**src/rtl/wb_burst_master_if.sv**
```systemverilog
// Host command/data streams and Wishbone B3 bus of the burst initiator, bundled as one interface.
// The master modport is the initiator's view; the slave modport is the host/bus-slave side.
interface wb_burst_master_if #(
    parameter int unsigned AW   = 5,
    parameter int unsigned DW   = 16,
    parameter int unsigned LENW = 8
);
    logic            cmd_valid;
    logic            cmd_ready;
    logic            cmd_we;
    logic            cmd_incr;
    logic [AW-1:0]   cmd_addr;
    logic [LENW-1:0] cmd_len;
    logic            wr_valid;
    logic            wr_ready;
    logic [DW-1:0]   wr_data;
    logic            rd_valid;
    logic [DW-1:0]   rd_data;
    logic            done_o;
    logic            err_o;
    logic [AW-1:0]   wb_adr_o;
    logic [DW-1:0]   wb_dat_o;
    logic [DW-1:0]   wb_dat_i;
    logic [1:0]      wb_sel_o;
    logic [2:0]      wb_cti_o;
    logic            wb_we_o;
    logic            wb_stb_o;
    logic            wb_cyc_o;
    logic            wb_ack_i;
    logic            wb_err_i;

    modport master (
        input  cmd_valid, cmd_we, cmd_incr, cmd_addr, cmd_len, wr_valid, wr_data,
        input  wb_dat_i, wb_ack_i, wb_err_i,
        output cmd_ready, wr_ready, rd_valid, rd_data, done_o, err_o,
        output wb_adr_o, wb_dat_o, wb_sel_o, wb_cti_o, wb_we_o, wb_stb_o, wb_cyc_o
    );

    modport slave (
        output cmd_valid, cmd_we, cmd_incr, cmd_addr, cmd_len, wr_valid, wr_data,
        output wb_dat_i, wb_ack_i, wb_err_i,
        input  cmd_ready, wr_ready, rd_valid, rd_data, done_o, err_o,
        input  wb_adr_o, wb_dat_o, wb_sel_o, wb_cti_o, wb_we_o, wb_stb_o, wb_cyc_o
    );
endinterface

```
**src/rtl/wb_burst_master.sv**
```systemverilog
// Wishbone B3 burst initiator: turns host read/write commands into CTI-tagged bus cycles
// with per-beat wait states, error termination and a stalled-strobe timeout.
module wb_burst_master #(
    parameter int unsigned AW      = 5,
    parameter int unsigned DW      = 16,
    parameter int unsigned LENW    = 8,
    parameter int unsigned TIMEOUT = 255
) (
    input logic                wb_clk_i,
    input logic                wb_rst_i,
    wb_burst_master_if.master  bus
);
    localparam int unsigned RW = LENW + 1;
    localparam int unsigned TW = $clog2(TIMEOUT + 1);

    typedef enum logic [0:0] {StIdle, StBus} state_e;

    state_e          state_q;
    logic            cyc_q, stb_q, we_q, incr_q, done_q, err_q;
    logic [AW-1:0]   adr_q;
    logic [DW-1:0]   dat_q;
    logic [2:0]      cti_q;
    logic [1:0]      sel_q;
    logic [RW-1:0]   remaining_q, fetched_q;
    logic [LENW-1:0] len_q;
    logic [TW-1:0]   tmo_q;

    logic beat_ack, beat_err, timeout, take_wr, finish;

    always_comb begin
        beat_ack = cyc_q & stb_q & bus.wb_ack_i & ~bus.wb_err_i;
        beat_err = cyc_q & stb_q & bus.wb_err_i;
        timeout  = cyc_q & stb_q & ~bus.wb_ack_i & ~bus.wb_err_i & (tmo_q == TW'(TIMEOUT - 1));
        take_wr  = bus.wr_valid & bus.wr_ready;
        finish   = beat_err | timeout | (beat_ack & (remaining_q == RW'(1)));
    end

    assign bus.cmd_ready = (state_q == StIdle);
    assign bus.wr_ready  = (state_q == StBus) & we_q & (fetched_q < ({1'b0, len_q} + RW'(1))) &
                           (~stb_q | bus.wb_ack_i);
    assign bus.rd_valid  = beat_ack & ~we_q;
    assign bus.rd_data   = bus.wb_dat_i;
    assign bus.done_o    = done_q;
    assign bus.err_o     = err_q;
    assign bus.wb_adr_o  = adr_q;
    assign bus.wb_dat_o  = dat_q;
    assign bus.wb_sel_o  = sel_q;
    assign bus.wb_cti_o  = cti_q;
    assign bus.wb_we_o   = we_q;
    assign bus.wb_stb_o  = stb_q;
    assign bus.wb_cyc_o  = cyc_q;

    always_ff @(posedge wb_clk_i or posedge wb_rst_i) begin
        if (wb_rst_i) begin
            state_q     <= StIdle;
            cyc_q       <= 1'b0;
            stb_q       <= 1'b0;
            we_q        <= 1'b0;
            incr_q      <= 1'b0;
            done_q      <= 1'b0;
            err_q       <= 1'b0;
            adr_q       <= '0;
            dat_q       <= '0;
            cti_q       <= 3'b000;
            sel_q       <= 2'b00;
            remaining_q <= '0;
            fetched_q   <= '0;
            len_q       <= '0;
            tmo_q       <= '0;
        end else begin
            done_q <= 1'b0;
            err_q  <= 1'b0;
            unique case (state_q)
                StIdle: begin
                    if (bus.cmd_valid) begin
                        state_q     <= StBus;
                        cyc_q       <= 1'b1;
                        we_q        <= bus.cmd_we;
                        incr_q      <= bus.cmd_incr;
                        adr_q       <= bus.cmd_addr;
                        sel_q       <= 2'b11;
                        len_q       <= bus.cmd_len;
                        remaining_q <= RW'(bus.cmd_len) + RW'(1);
                        fetched_q   <= '0;
                        tmo_q       <= '0;
                        cti_q       <= (bus.cmd_len == '0) ? 3'b000 :
                                       (bus.cmd_incr ? 3'b010 : 3'b001);
                    end
                end
                StBus: begin
                    // Only a strobe left hanging without any response ages the timer.
                    if (stb_q & ~bus.wb_ack_i & ~bus.wb_err_i) tmo_q <= tmo_q + TW'(1);
                    else tmo_q <= '0;
                    if (finish) begin
                        state_q <= StIdle;
                        cyc_q   <= 1'b0;
                        stb_q   <= 1'b0;
                        we_q    <= 1'b0;
                        cti_q   <= 3'b000;
                        sel_q   <= 2'b00;
                        tmo_q   <= '0;
                        done_q  <= 1'b1;
                        err_q   <= beat_err | timeout;
                    end else begin
                        if (beat_ack) begin
                            remaining_q <= remaining_q - RW'(1);
                            if (incr_q) adr_q <= adr_q + AW'(1);
                            if (remaining_q == RW'(2)) cti_q <= 3'b111;
                        end
                        if (we_q) begin
                            if (take_wr) begin
                                dat_q     <= bus.wr_data;
                                stb_q     <= 1'b1;
                                fetched_q <= fetched_q + RW'(1);
                            end else if (beat_ack) begin
                                stb_q <= 1'b0;
                            end
                        end else begin
                            stb_q <= 1'b1;
                        end
                    end
                end
            endcase
        end
    end
endmodule

```
**src/flat_wrapper.sv**
```systemverilog
// flat-port wrapper written by rule: the top's interface ports become plain ports
module wb_burst_master_flat 
#(
    parameter int unsigned AW      = 5,
    parameter int unsigned DW      = 16,
    parameter int unsigned LENW    = 8,
    parameter int unsigned TIMEOUT = 255
)
  (wb_clk_i, wb_rst_i, bus_cmd_valid, bus_cmd_we, bus_cmd_incr, bus_cmd_addr, bus_cmd_len, bus_wr_valid, bus_wr_data, bus_wb_dat_i, bus_wb_ack_i, bus_wb_err_i, bus_cmd_ready, bus_wr_ready, bus_rd_valid, bus_rd_data, bus_done_o, bus_err_o, bus_wb_adr_o, bus_wb_dat_o, bus_wb_sel_o, bus_wb_cti_o, bus_wb_we_o, bus_wb_stb_o, bus_wb_cyc_o);
  wb_burst_master_if #(.AW(AW), .DW(DW), .LENW(LENW)) bus_i ();
  input logic wb_clk_i;
  input logic wb_rst_i;
  input wire logic [$bits(bus_i.cmd_valid)-1:0] bus_cmd_valid;
  input wire logic [$bits(bus_i.cmd_we)-1:0] bus_cmd_we;
  input wire logic [$bits(bus_i.cmd_incr)-1:0] bus_cmd_incr;
  input wire logic [$bits(bus_i.cmd_addr)-1:0] bus_cmd_addr;
  input wire logic [$bits(bus_i.cmd_len)-1:0] bus_cmd_len;
  input wire logic [$bits(bus_i.wr_valid)-1:0] bus_wr_valid;
  input wire logic [$bits(bus_i.wr_data)-1:0] bus_wr_data;
  input wire logic [$bits(bus_i.wb_dat_i)-1:0] bus_wb_dat_i;
  input wire logic [$bits(bus_i.wb_ack_i)-1:0] bus_wb_ack_i;
  input wire logic [$bits(bus_i.wb_err_i)-1:0] bus_wb_err_i;
  output wire logic [$bits(bus_i.cmd_ready)-1:0] bus_cmd_ready;
  output wire logic [$bits(bus_i.wr_ready)-1:0] bus_wr_ready;
  output wire logic [$bits(bus_i.rd_valid)-1:0] bus_rd_valid;
  output wire logic [$bits(bus_i.rd_data)-1:0] bus_rd_data;
  output wire logic [$bits(bus_i.done_o)-1:0] bus_done_o;
  output wire logic [$bits(bus_i.err_o)-1:0] bus_err_o;
  output wire logic [$bits(bus_i.wb_adr_o)-1:0] bus_wb_adr_o;
  output wire logic [$bits(bus_i.wb_dat_o)-1:0] bus_wb_dat_o;
  output wire logic [$bits(bus_i.wb_sel_o)-1:0] bus_wb_sel_o;
  output wire logic [$bits(bus_i.wb_cti_o)-1:0] bus_wb_cti_o;
  output wire logic [$bits(bus_i.wb_we_o)-1:0] bus_wb_we_o;
  output wire logic [$bits(bus_i.wb_stb_o)-1:0] bus_wb_stb_o;
  output wire logic [$bits(bus_i.wb_cyc_o)-1:0] bus_wb_cyc_o;
  assign bus_i.cmd_valid = bus_cmd_valid;
  assign bus_i.cmd_we = bus_cmd_we;
  assign bus_i.cmd_incr = bus_cmd_incr;
  assign bus_i.cmd_addr = bus_cmd_addr;
  assign bus_i.cmd_len = bus_cmd_len;
  assign bus_i.wr_valid = bus_wr_valid;
  assign bus_i.wr_data = bus_wr_data;
  assign bus_i.wb_dat_i = bus_wb_dat_i;
  assign bus_i.wb_ack_i = bus_wb_ack_i;
  assign bus_i.wb_err_i = bus_wb_err_i;
  assign bus_cmd_ready = bus_i.cmd_ready;
  assign bus_wr_ready = bus_i.wr_ready;
  assign bus_rd_valid = bus_i.rd_valid;
  assign bus_rd_data = bus_i.rd_data;
  assign bus_done_o = bus_i.done_o;
  assign bus_err_o = bus_i.err_o;
  assign bus_wb_adr_o = bus_i.wb_adr_o;
  assign bus_wb_dat_o = bus_i.wb_dat_o;
  assign bus_wb_sel_o = bus_i.wb_sel_o;
  assign bus_wb_cti_o = bus_i.wb_cti_o;
  assign bus_wb_we_o = bus_i.wb_we_o;
  assign bus_wb_stb_o = bus_i.wb_stb_o;
  assign bus_wb_cyc_o = bus_i.wb_cyc_o;
  wb_burst_master #(.AW(AW), .DW(DW), .LENW(LENW), .TIMEOUT(TIMEOUT)) u_core (.wb_clk_i(wb_clk_i), .wb_rst_i(wb_rst_i), .bus(bus_i));
endmodule
```
**config.mk**
```make
export PLATFORM = sky130hd
export DESIGN_NAME = wb_burst_master_flat
export DESIGN_NICKNAME = d
export VERILOG_FILES = /design/src/rtl/wb_burst_master_if.sv /design/src/rtl/wb_burst_master.sv /design/src/flat_wrapper.sv
export SDC_FILE = /design/constraint.sdc
export NUM_CORES = 1
export LEC_CHECK = 0
export BUFFER_PORTS_ARGS = -buffer_cell sky130_fd_sc_hd__buf_4
export CAP_MARGIN = 20
export CORE_AREA = 8 8 93 95
export CTS_CLUSTER_SIZE = 24
export DETAILED_ROUTE_END_ITERATION = 12
export DIE_AREA = 0 0 101 103
export PLACE_DENSITY_LB_ADDON = 0.1
export SLEW_MARGIN = 30
export SYNTH_ARGS = -nofsm -noshare
export SYNTH_HDL_FRONTEND = slang
export SYNTH_SLANG_ARGS = --single-unit
export TNS_END_PERCENT = 100
```
**constraint.sdc**
```tcl
create_clock -name wb_clk_i -period 9.25 [get_ports wb_clk_i]
set_clock_uncertainty 0.2 [all_clocks]
set_input_delay 1.85 -clock wb_clk_i [delete_from_list [all_inputs] [get_ports wb_clk_i]]
set_output_delay 1.85 -clock wb_clk_i [all_outputs]
set_load 0.05 [all_outputs]
```
==> results.md <==
- At the end of the flow, the number of nets in the layout was 508.
- The number of global-route vias before repair was about 3000.
- The cell type with the largest total area after synthesis is sky130_fd_sc_hd__dfrtp_1.
- Based on the critical path, the design can be clocked at up to 207 MHz.
- The tool flagged a number of max-cap violations equal to 0.
- The CTS buffer count is 9.
- Setup violations remaining at the end of the flow were counted as 0.
- For this run, the slowest stage of the critical path takes 0.25 ns.
- Subtracting the final worst setup slack from the clock period gives around 4.8 ns.
- Walking the worst path, the cells encountered are buf_4, nand2b_1, o2111ai_1, nor3b_1, buf_4.
- Of all nets on the critical path, the largest fanout is 5.
- The share of synthesized area occupied by flip-flops and latches is 42.9%.
- Setup repair after global routing left no endpoint under its margin.
- Post-CTS repair changed the size of 0 cells.
- The antenna diode count is 0.
- The clock latency on the worst-skew pair is 0.34 ns.
- At the worst endpoint, the required time is 7.20 ns.
- The tightest hold path in the finished design has a slack of 0.311 ns.
- Once placement finished, the instance area stood at ~0.0043 mm².
- The floorplan step defined a die boundary enclosing 0.0104 mm².
- In this run the tightest slew margin relative to its limit is 39.7%.
- The area of the placeable core is 0.00714 mm².
- The die is between 100 and 150 µm wide.
- The remaining routing DRC violations is 0.
- The total number of placement rows is 31.
- The final design area excluding fillers is 0.00448 mm².
- The number of fill cells is between 600 and 700.
- Summed over all nets, the half-perimeter wirelength after detailed placement is 6600 µm.
- The net count after synthesis is 453.
- The clock network power share is 17.2%.
- The library cell used most frequently in the layout, excluding fill and tap cells, is sky130_fd_sc_hd__buf_4.
- The most used flip-flop cell after synthesis is sky130_fd_sc_hd__dfrtp_1.
- The static leakage power is 0.00207 µW.
- The final estimated routing congestion in global placement is a little over 0.8.
- The netlist area before placement is 0.00379 mm².
- The count of warnings emitted by yosys is 0.
- The layout overhead on the synthesized area is 18.2%.
- In the synthesized netlist, the number of instances is 382.
- Entering global routing, the biggest net connects 66 pins.
- The transition time of the tightest slew-check pin is 0.901 ns.
- Across the VDD grid, the largest voltage drop is 0.270 mV.
- The total wirelength of the detailed-routed design is between 8000 and 9000 µm.
- The most repeated library cell on the critical path is sky130_fd_sc_hd__buf_4.
- The count of buffers from port buffering is 70.
- In this run the deepest clock path goes through 2 buffers.
- After the first detailed-routing iteration, the DRC count stood at 126.
- In this run the worst hold path is classified as flop to flop.
- The number of vias per cell after detailed routing is 5.69.
- The worst setup path is captured at an output port.
- The fraction of power consumed by combinational cells is 50.1%.
- The worst setup path is launched from an input port.
- Leaving out fill and tap cells, the most frequent cells in the layout are 73 x sky130_fd_sc_hd__buf_4, 65 x sky130_fd_sc_hd__dfrtp_1, 42 x sky130_fd_sc_hd__nand2_1.
- The TritonCTS clock tree is yes.
- The post-synthesis async set-or-reset flop share is between 90% and 100%.
- The number of top-level design ports is slightly above 100.
- The global route total overflow is 0.
- Internal power comes to between 800 and 900 µW.
- The area share of the largest cell type after synthesis is between 40% and 50%.
- The areal power density over the cells is ~340 mW/mm².
- After synthesis, the netlist uses 58 different library cells.
- STA puts the critical path data arrival time at 2.78 ns.
- The number of nets with antenna violations after detailed routing is 0.
- The root buffer selected by CTS is sky130_fd_sc_hd__clkbuf_8.
- The initial antenna violation count is 0.
- The setup TNS is 0 ns.
- The classification of the worst setup path is input port to output port.
- The number of enable flip-flop cells after synthesis is 0.
- The share of cells above drive strength 1 is between 20% and 30%.
- The hold buffer count at cts is 0.
- The total number of H-tree levels is 3.
- Once layout is complete, the utilization of the core stands at 62.8%.
- The number of max-slew violations in the final report is 0.
- The synthesized design contains between 60 and 70 register bits.
- The number of iterations in the first detailed-routing pass is 4.
- The initial standard-cell utilization of the core is 53.1%.
- The run finished with clean final reports.
- Global routing used 17.8% of the available tracks across all layers.
- The number of setup buffers added after CTS is 0.
- The slowest stage of the critical path is the sky130_fd_sc_hd__nor3b_1 cell.
- The first global-routing pass estimated about 15000 µm of wire.
- By area the synthesized netlist is led by sky130_fd_sc_hd__dfrtp_1 43%, sky130_fd_sc_hd__ha_1 5.9%, sky130_fd_sc_hd__mux2_2 4.2%, sky130_fd_sc_hd__nand2_1 4.2%, sky130_fd_sc_hd__buf_4 3.6%.
- The number of vias after detailed routing is 3073.
- The share of the cycle needed by the critical path after routing is between 50% and 60%.
- The routed wirelength normalized by instance count is 16.6 µm.
- The vertical die dimension is 103 µm.
- The proportion of total power due to net switching is 45.9%.
- Clock-pin slew was measured on the worst setup and hold paths at 0.07 ns.
- Counting every sink on the clock net gives 65.
- The mean cell area of the mapped netlist is between 9 and 10 µm².
- The count of endpoints failing hold in the final timing report is 0.
- In this run the power spent charging and discharging nets is 707 µW.
- The sequential fraction of design power is 32.7%.
-- worst paths after layout --
| path | from | endpoint | slack (ns) | cells past startpoint |
|---|---|---|---|---|
| max | bus_wb_ack_i | bus_wr_ready | 4.42 | 5 |
| min | u_core.bus.wb_dat_o[8]$_DFFE_PP0P_ | u_core.bus.wb_dat_o[8]$_DFFE_PP0P_ | 0.31 | 1 |
| max reg2reg | u_core.len_q[0]$_DFFE_PP0P_ | u_core.bus.wb_dat_o[12]$_DFFE_PP0P_ | 5.73 | 10 |
| min reg2reg | u_core.bus.wb_dat_o[8]$_DFFE_PP0P_ | u_core.bus.wb_dat_o[8]$_DFFE_PP0P_ | 0.31 | 1 |
| max in group asynchronous | wb_rst_i | u_core.bus.wb_adr_o[1]$_DFFE_PP0P_ | 6.76 | 3 |
| min in group asynchronous | wb_rst_i | u_core.bus.wb_dat_o[7]$_DFFE_PP0P_ | 1.56 | 3 |
-- cell type report --
cell class	count	area (µm²)	area share (%)
clock buffers	12	145	3.24
flip-flops and latches	65	1630	36.3
well taps	99	124	2.77
inverters	17	63.8	1.42
multi-input cells	271	1910	42.6
clock inverters	3	65.1	1.45
repair buffers	73	548	12.2
-- kinds of logic (layout without fill, tap and decap cells) --
| group | count (synthesis) | count (layout) | share of synthesized area, % |
|---|---|---|---|
| compound gates | 94 | 94 | 16.6 |
| xor+xnor | 14 | 14 | 3.23 |
| fa+ha+maj | 18 | 18 | 5.94 |
| buf+inv | 46 | 105 | 6.80 |
| flops | 65 | 65 | 42.9 |
| mux | 25 | 25 | 8.25 |
| simple gates | 120 | 120 | 16.2 |
-- through the flow --
step                power, µW  setup slack (ns)  std cells
CTS                      1550              4.46        540
finish                   1540              4.42        540
global route             1640              4.39        540
detailed placement       1280              4.47        525
floorplan                1080              3.95        382
global placement         1260              4.47        525
-- power by group through the flow --
stage / combinational [µW] / sequential (µW) / clock [µW]
detailed placement: 775 / 507 / 0
global placement: 761 / 504 / 0
floorplan: 390 / 691 / 0
finish: 771 / 504 / 264
global route: 834 / 522 / 283
CTS: 778 / 504 / 269
-- per-layer routing --
layer | GRT usage [%] | routed length [µm]
met5 | 0 | 0
met3 | 5.40 | 528
met2 | 28.4 | 4350
met4 | 6.19 | 123
met1 | 22.5 | 3950
-- cells in the mapped netlist, types with 2 or more instances --
master	instances
sky130_fd_sc_hd__and3_1	4
sky130_fd_sc_hd__xnor2_1	7
sky130_fd_sc_hd__a21oi_1	25
sky130_fd_sc_hd__or3b_2	2
sky130_fd_sc_hd__nand3_1	21
sky130_fd_sc_hd__and4_1	2
sky130_fd_sc_hd__buf_4	18
sky130_fd_sc_hd__mux2i_1	2
sky130_fd_sc_hd__mux2_2	14
sky130_fd_sc_hd__o211ai_1	4
sky130_fd_sc_hd__a41oi_1	2
sky130_fd_sc_hd__a2bb2oi_1	4
sky130_fd_sc_hd__nand2_1	42
sky130_fd_sc_hd__o21a_1	2
sky130_fd_sc_hd__a31oi_1	6
sky130_fd_sc_hd__nor3_1	4
sky130_fd_sc_hd__a21o_1	3
sky130_fd_sc_hd__o21ai_0	21
sky130_fd_sc_hd__inv_1	16
sky130_fd_sc_hd__o2111ai_1	2
sky130_fd_sc_hd__nand2b_1	6
sky130_fd_sc_hd__ha_1	18
sky130_fd_sc_hd__nand4_1	5
sky130_fd_sc_hd__o221ai_1	4
sky130_fd_sc_hd__or2_2	2
sky130_fd_sc_hd__o22ai_1	9
sky130_fd_sc_hd__or3_1	3
sky130_fd_sc_hd__dfrtp_1	65
sky130_fd_sc_hd__a211oi_1	2
sky130_fd_sc_hd__nor2_1	17
sky130_fd_sc_hd__mux2_4	9
sky130_fd_sc_hd__clkbuf_1	8
sky130_fd_sc_hd__or4_2	2
sky130_fd_sc_hd__xor2_1	7
-- worst max-delay path: cells and delay by family --
| kind | cells | cell delay (ns) |
|---|---|---|
| compound gates | 1 | 0.17 |
| buf+inv | 2 | 0.34 |
| simple gates | 2 | 0.41 |
-- flip-flops by register name, indices dropped and copies added (netlist names) --
name and flops:
u_core.state_q 1, u_core.incr_q 1, u_core.remaining_q 9, u_core.bus.wb_adr_o 5, u_core.tmo_q 8, u_core.bus.wb_cti_o 3, u_core.bus.done_o 1, u_core.bus.wb_dat_o 16
u_core.len_q 8, u_core.bus.wb_we_o 1, u_core.bus.wb_sel_o 1, u_core.bus.wb_stb_o 1, u_core.fetched_q 9, u_core.bus.err_o 1
No activity file was read; power rests on OpenSTA's default activity.
